[src/rtl/dmux_1_to_n_stream_if.sv]
// rtl/dmux_1_to_n_stream_if.sv - stream/control bundle between a producer and the 1-to-N demux
interface dmux_1_to_n_stream_if #(
  parameter int MXwidth = 32,
  parameter int NUM_OUT = 4,
  parameter int SEL_W   = $clog2(NUM_OUT)
);
  logic                       mode;
  logic                       ch_clear;
  logic [SEL_W-1:0]           sel;
  logic [MXwidth-1:0]         s_data;
  logic                       s_valid;
  logic                       s_ready;
  logic [NUM_OUT*MXwidth-1:0] m_data;
  logic [NUM_OUT-1:0]         m_valid;
  logic [NUM_OUT-1:0]         m_ready;
  logic [SEL_W-1:0]           cur_ch;
  logic                       wrap;
  logic                       sel_err;

  modport master (
    output mode, ch_clear, sel, s_data, s_valid, m_ready,
    input  s_ready, m_data, m_valid, cur_ch, wrap, sel_err
  );

  modport slave (
    input  mode, ch_clear, sel, s_data, s_valid, m_ready,
    output s_ready, m_data, m_valid, cur_ch, wrap, sel_err
  );
endinterface

[src/rtl/dmux_1_to_n_stream.sv]
// rtl/dmux_1_to_n_stream.sv - registered 1-to-N stream demux, explicit or round-robin burst routing
module dmux_1_to_n_stream #(
  parameter int MXwidth   = 32,
  parameter int NUM_OUT   = 4,
  parameter int SEL_W     = $clog2(NUM_OUT),
  parameter int BURST_LEN = 8,
  parameter int CNT_W     = $clog2(BURST_LEN + 1)
) (
  input  logic                 clk,
  input  logic                 rst,
  dmux_1_to_n_stream_if.slave  bus
);

  logic [NUM_OUT*MXwidth-1:0] hold_d;
  logic [NUM_OUT-1:0]         hold_v;
  logic [SEL_W-1:0]           ptr;
  logic [CNT_W-1:0]           cnt;
  logic                       wrap_r;
  logic                       sel_err_r;

  logic [SEL_W-1:0]           tgt;
  logic                       tgt_ok;
  logic [NUM_OUT-1:0]         hit;
  logic                       blocked;
  logic                       accept;

  // Target decode is done per channel so an out-of-range select never indexes past hold_v.
  always_comb begin
    tgt     = bus.mode ? ptr : bus.sel;
    tgt_ok  = (int'(tgt) < NUM_OUT);
    hit     = '0;
    blocked = 1'b0;
    for (int k = 0; k < NUM_OUT; k++) begin
      hit[k]  = (int'(tgt) == k);
      blocked = blocked | (hit[k] & hold_v[k] & ~bus.m_ready[k]);
    end
    bus.s_ready = ~bus.ch_clear & ~blocked;
    accept      = bus.s_valid & bus.s_ready;
  end

  always_ff @(posedge clk) begin
    if (rst) begin
      hold_d    <= '0;
      hold_v    <= '0;
      ptr       <= '0;
      cnt       <= '0;
      wrap_r    <= 1'b0;
      sel_err_r <= 1'b0;
    end else begin
      for (int k = 0; k < NUM_OUT; k++) begin
        if (accept && hit[k]) begin
          hold_d[k*MXwidth +: MXwidth] <= bus.s_data;
          hold_v[k]                    <= 1'b1;
        end else if (hold_v[k] && bus.m_ready[k]) begin
          hold_d[k*MXwidth +: MXwidth] <= '0;
          hold_v[k]                    <= 1'b0;
        end
      end
      sel_err_r <= accept & ~bus.mode & ~tgt_ok;
      wrap_r    <= 1'b0;
      // A clear outranks any advance; the pointer only moves on auto-mode accepts.
      if (bus.ch_clear) begin
        ptr <= '0;
        cnt <= '0;
      end else if (accept && bus.mode) begin
        if (cnt == CNT_W'(BURST_LEN - 1)) begin
          cnt <= '0;
          if (ptr == SEL_W'(NUM_OUT - 1)) begin
            ptr    <= '0;
            wrap_r <= 1'b1;
          end else begin
            ptr <= ptr + 1'b1;
          end
        end else begin
          cnt <= cnt + 1'b1;
        end
      end
    end
  end

  assign bus.m_data  = hold_d;
  assign bus.m_valid = hold_v;
  assign bus.cur_ch  = ptr;
  assign bus.wrap    = wrap_r;
  assign bus.sel_err = sel_err_r;

endmodule
[src/flat_wrapper.sv]
// flat-port wrapper written by rule: the top's interface ports become plain ports
module dmux_1_to_n_stream_flat 
#(
  parameter int MXwidth   = 32,
  parameter int NUM_OUT   = 4,
  parameter int SEL_W     = $clog2(NUM_OUT),
  parameter int BURST_LEN = 8,
  parameter int CNT_W     = $clog2(BURST_LEN + 1)
)
  (clk, rst, bus_mode, bus_ch_clear, bus_sel, bus_s_data, bus_s_valid, bus_m_ready, bus_s_ready, bus_m_data, bus_m_valid, bus_cur_ch, bus_wrap, bus_sel_err);
  dmux_1_to_n_stream_if #(.MXwidth(MXwidth), .NUM_OUT(NUM_OUT), .SEL_W(SEL_W)) bus_i ();
  input  logic clk;
  input  logic rst;
  input wire logic [$bits(bus_i.mode)-1:0] bus_mode;
  input wire logic [$bits(bus_i.ch_clear)-1:0] bus_ch_clear;
  input wire logic [$bits(bus_i.sel)-1:0] bus_sel;
  input wire logic [$bits(bus_i.s_data)-1:0] bus_s_data;
  input wire logic [$bits(bus_i.s_valid)-1:0] bus_s_valid;
  input wire logic [$bits(bus_i.m_ready)-1:0] bus_m_ready;
  output wire logic [$bits(bus_i.s_ready)-1:0] bus_s_ready;
  output wire logic [$bits(bus_i.m_data)-1:0] bus_m_data;
  output wire logic [$bits(bus_i.m_valid)-1:0] bus_m_valid;
  output wire logic [$bits(bus_i.cur_ch)-1:0] bus_cur_ch;
  output wire logic [$bits(bus_i.wrap)-1:0] bus_wrap;
  output wire logic [$bits(bus_i.sel_err)-1:0] bus_sel_err;
  assign bus_i.mode = bus_mode;
  assign bus_i.ch_clear = bus_ch_clear;
  assign bus_i.sel = bus_sel;
  assign bus_i.s_data = bus_s_data;
  assign bus_i.s_valid = bus_s_valid;
  assign bus_i.m_ready = bus_m_ready;
  assign bus_s_ready = bus_i.s_ready;
  assign bus_m_data = bus_i.m_data;
  assign bus_m_valid = bus_i.m_valid;
  assign bus_cur_ch = bus_i.cur_ch;
  assign bus_wrap = bus_i.wrap;
  assign bus_sel_err = bus_i.sel_err;
  dmux_1_to_n_stream #(.MXwidth(MXwidth), .NUM_OUT(NUM_OUT), .SEL_W(SEL_W), .BURST_LEN(BURST_LEN), .CNT_W(CNT_W)) u_core (.clk(clk), .rst(rst), .bus(bus_i));
endmodule
[config.mk]
export PLATFORM = sky130hd
export DESIGN_NAME = dmux_1_to_n_stream_flat
export DESIGN_NICKNAME = d
export VERILOG_FILES = /design/src/rtl/dmux_1_to_n_stream_if.sv /design/src/rtl/dmux_1_to_n_stream.sv /design/src/flat_wrapper.sv
export SDC_FILE = /design/constraint.sdc
export NUM_CORES = 1
export LEC_CHECK = 0
export CAP_MARGIN = 10
export CORE_MARGIN = 2
export CORE_UTILIZATION = 49
export CTS_CLUSTER_SIZE = 25
export DETAILED_ROUTE_END_ITERATION = 16
export GPL_ROUTABILITY_DRIVEN = 0
export GPL_TIMING_DRIVEN = 0
export PLACE_DENSITY_LB_ADDON = 0.2
export SLEW_MARGIN = 0
export SYNTH_ARGS = -nofsm -noshare
export SYNTH_HDL_FRONTEND = slang
export SYNTH_SLANG_ARGS = --single-unit
export TNS_END_PERCENT = 50
[constraint.sdc]
create_clock -name clk -period 3.8 [get_ports clk]
set_input_delay 0.76 -clock clk [delete_from_list [all_inputs] [get_ports clk]]
set_output_delay 0.76 -clock clk [all_outputs]
set_load 0.005 [all_outputs]
==> results.md, run 1 <==
* Outcome: finished, final reports clean
* Slew @ Worst Pin at roughly 0.66 ns
* DP Wirelength at 11200 um
* Fillers at between 800 and 900
* Std-Cell Rows at 38
* Power density over the cells at ~450 nW/um2
* Post-synth cell types at 40
* Clock Tree Buf Depth at 2
* Pleak at roughly 3.4 nW
* DR vias at 4800
* Antenna violations before repair at 0
* Total grt overflow at 0
* Post-synth EDFFs at 0
* Largest net degree at the start of global routing at 17
* YS warnings at 0
* GRT Util Overall at about 27%
* Max-cap violations at 0
* Post-Synth Simple-Gate Area at 20.1%
* Post-Route WL at 15800 um
* Complex-gate fraction of the synthesized area at about 5.7%
* Max frequency at ~290 MHz
* Crit-path max FO at 4
* Synthesis-to-layout area growth at 48.0%
* Setup_tns at 0 ns
* Met3 Use GR at under 10%
* Die Wd at 110 um
* Slew Viols, Final at 0
* Met2 GRT Util at 46.2%
* # Post-CTS Setup Buffers at 0
* Critical Path RT at 3.04 ns
* Starting DRT DRC Count at approximately 260
* Post-CTS Resized at 0
* XOR/XNOR Fraction of Synth Area at 0%
* Initial Utilization at between 50% and 60%
* Worst setup EP type: primary output
* R2r setup slk at about 1.7 ns
* Most used routing layer: met2
* Layout cell share with drive strength beyond 1 at 7.46%
* Main flop type after synthesis: dfxtp_1
* Syn Nets at roughly 600
* Pre-antenna DRT Iters at 5
* TritonCTS Buffers at 17
* TritonCTS clock tree: built
* Async SR Flop Fraction at 0%
* Cell count after synthesis at roughly 570
* Main combinational cell family by area after synthesis: simple AND/OR/NAND/NOR gates
* Die Height at between 100 and 150 um
* First-pass GRT wire length at 24600 um
* Endpoints failing hold at 0
* Period utilization at between 90% and 100%
* Root Buffer: clkbuf_8
* Clock transition at path regs at around 0.050 ns
* DR vias/cell at between 5 and 6
* Avg Cell Area, Syn at slightly below 10 um2
* Final setup fails at 0
* Die area at about 12000 um2
* Post-route minimum period at 3.45 ns
* Startpoint types: primary input
* Number of global-route vias before repair at approximately 4800
* Mux share of post-synthesis cell area at between 10% and 20%
* Ports at 180
* Clock Skews at about 0.0086 ns
* Residual DRC at 0
* Port Buf Inserts at 177
* Post-CTS Hold Fix Bufs at 0
* Antenna Nets Post-Route at 0
* RSZ-0062 raised after global routing: no
* Seq/Total Area, Yosys at roughly half
* Critical path arrival at roughly 2.7 ns
* Headroom to the max-slew limit at between 50% and 60%
* Hold Slack at 0.456 ns
* CP Class: primary input to primary output
* FF+latch count, synth at roughly 140
* Hold Path Class: register to register
* WL per Instance at roughly 17 um
* Mapped Area at ~5500 um2
* Antenna diodes at 0
* Final net count at just over 800
* Synth Area in Adders at less than 1%
* Clock latency on the worst-skew pair at about 0.52 ns
* H-tree levels at 4
* GRT met1 Usage at approximately a third
* CTS sink count at approximately 140
* Worst IR drop on VDD at 0.000385 V
* Core region area at between 10000 and 15000 um2
==> worst paths after layout <==
check / depth (start not counted) / end / start
max: 6 / bus_s_ready / bus_sel[1]
min: 2 / u_core.bus.m_data[1]$_SDFFE_PP0P_ / u_core.bus.m_data[1]$_SDFFE_PP0P_
max reg2reg: 7 / u_core.bus.m_data[30]$_SDFFE_PP0P_ / u_core.bus.cur_ch[0]$_SDFFE_PP0P_
min reg2reg: 2 / u_core.bus.m_data[1]$_SDFFE_PP0P_ / u_core.bus.m_data[1]$_SDFFE_PP0P_
==> worst max-delay path, cell delays in order <==
cell	delay (ns)
clkdlybuf4s50_1	0.51
or3b_2	0.49
a21oi_2	0.23
a2111o_1	0.21
nor2_1	0.05
clkdlybuf4s50_1	0.44
==> layout by cell type, fill, tap and decap left out, types with 7 or more instances in the layout <==
cell / netlist / layout
buf_4: 7 / 7
mux2i_1: 100 / 100
nand3_1: 36 / 36
nand2b_1: 12 / 12
dfxtp_1: 139 / 139
clkbuf_16: 0 / 16
clkbuf_1: 18 / 18
a21oi_1: 39 / 39
or2b_1: 22 / 22
clkdlybuf4s50_1: 0 / 177
nand2_1: 143 / 143
==> state kept, by name, summed over array words and instances (netlist names) <==
register	flops
u_core.cnt	4
u_core.bus.m_valid	4
u_core.bus.wrap	1
u_core.bus.cur_ch	2
u_core.bus.m_data	128
==> power by group <==
group / internal (W) / switching, W / leakage, nW
Combinational: 0.000138 / 0.000124 / 1.90
Clock: 0.00129 / 0.000610 / 0.342
Sequential: 0.00149 / 0.0000161 / 1.12
Total: 0.00291 / 0.000750 / 3.37
==> synth_stat cells, types with 2 or more instances <==
cell / instances / area share, %
a21oi_1: 39 / 3.6
a21oi_2: 2 / 0.32
and3_1: 2 / 0.23
buf_1: 3 / 0.20
buf_12: 3 / 1.1
buf_2: 3 / 0.27
buf_4: 7 / 0.96
buf_6: 3 / 0.61
clkbuf_1: 18 / 1.2
dfxtp_1: 139 / 51
dlygate4sd3_1: 3 / 0.55
ha_1: 2 / 0.46
mux2i_1: 100 / 18
nand2_1: 143 / 9.8
nand2b_1: 12 / 1.4
nand3_1: 36 / 3.3
nand3b_1: 3 / 0.41
nor2_1: 5 / 0.34
nor3_1: 2 / 0.18
o21ai_0: 2 / 0.18
or2b_1: 22 / 3.0
==> per-layer routing <==
metal	up-vias	part of all wire (%)
li1	2307	-
met1	2297	40
met2	174	50
met3	22	8.0
met4	0	1.4
met5	-	0
==> final cells by class <==
cell class / count / area, um2 / area share, %
well taps: 140 / 175 / 2.15
clock buffers: 22 / 483 / 5.94
flip-flops and latches: 139 / 2780 / 34.2
clock inverters: 10 / 208 / 2.55
plain buffers: 40 / 270 / 3.32
multi-input cells: 389 / 2440 / 30.1
repair buffers: 177 / 1770 / 21.8
==> kinds of logic after synthesis <==
family / count (synthesis)
adder cells (fa/ha/maj): 2
AO/OA/AOI/OAI: 51
multiplexers: 100
flip-flops: 139
AND/OR/NAND/NOR: 235
buffers and inverters: 40
other: 1
==> stage by stage <==
step           setup slack (ns)  util [%]  power, W  instance area [um2]  std cells
2_1_floorplan              1.28         -   0.00165                 5500        568
3_3_place_gp              0.381      68.4   0.00179                 7440        885
3_5_place_dp              0.344      68.4   0.00179                 7440        885
6_report                  0.355      74.7   0.00366                 8140        917
4_1_cts                   0.347      74.7   0.00368                 8140        917
5_1_grt                   0.249      74.7   0.00377                 8140        917
(Power assumes the default switching activity.)
==> run 2: changes to the inputs <==
clock period = 4 ns   (was 3.8 ns; I/O delays follow)
==> results of run 2 <==
Same layout as run 1 (identical final DEF). Status: finished, final reports clean.
Among the figures that moved: setup slack after placement 0.344 ns -> 0.464 ns; setup slack after layout 0.355 ns -> 0.475 ns; register-to-register setup slack 1.70 ns -> 1.90 ns; total power 0.00366 W -> 0.00348 W; worst IR drop on VDD 0.000385 V -> 0.000366 V
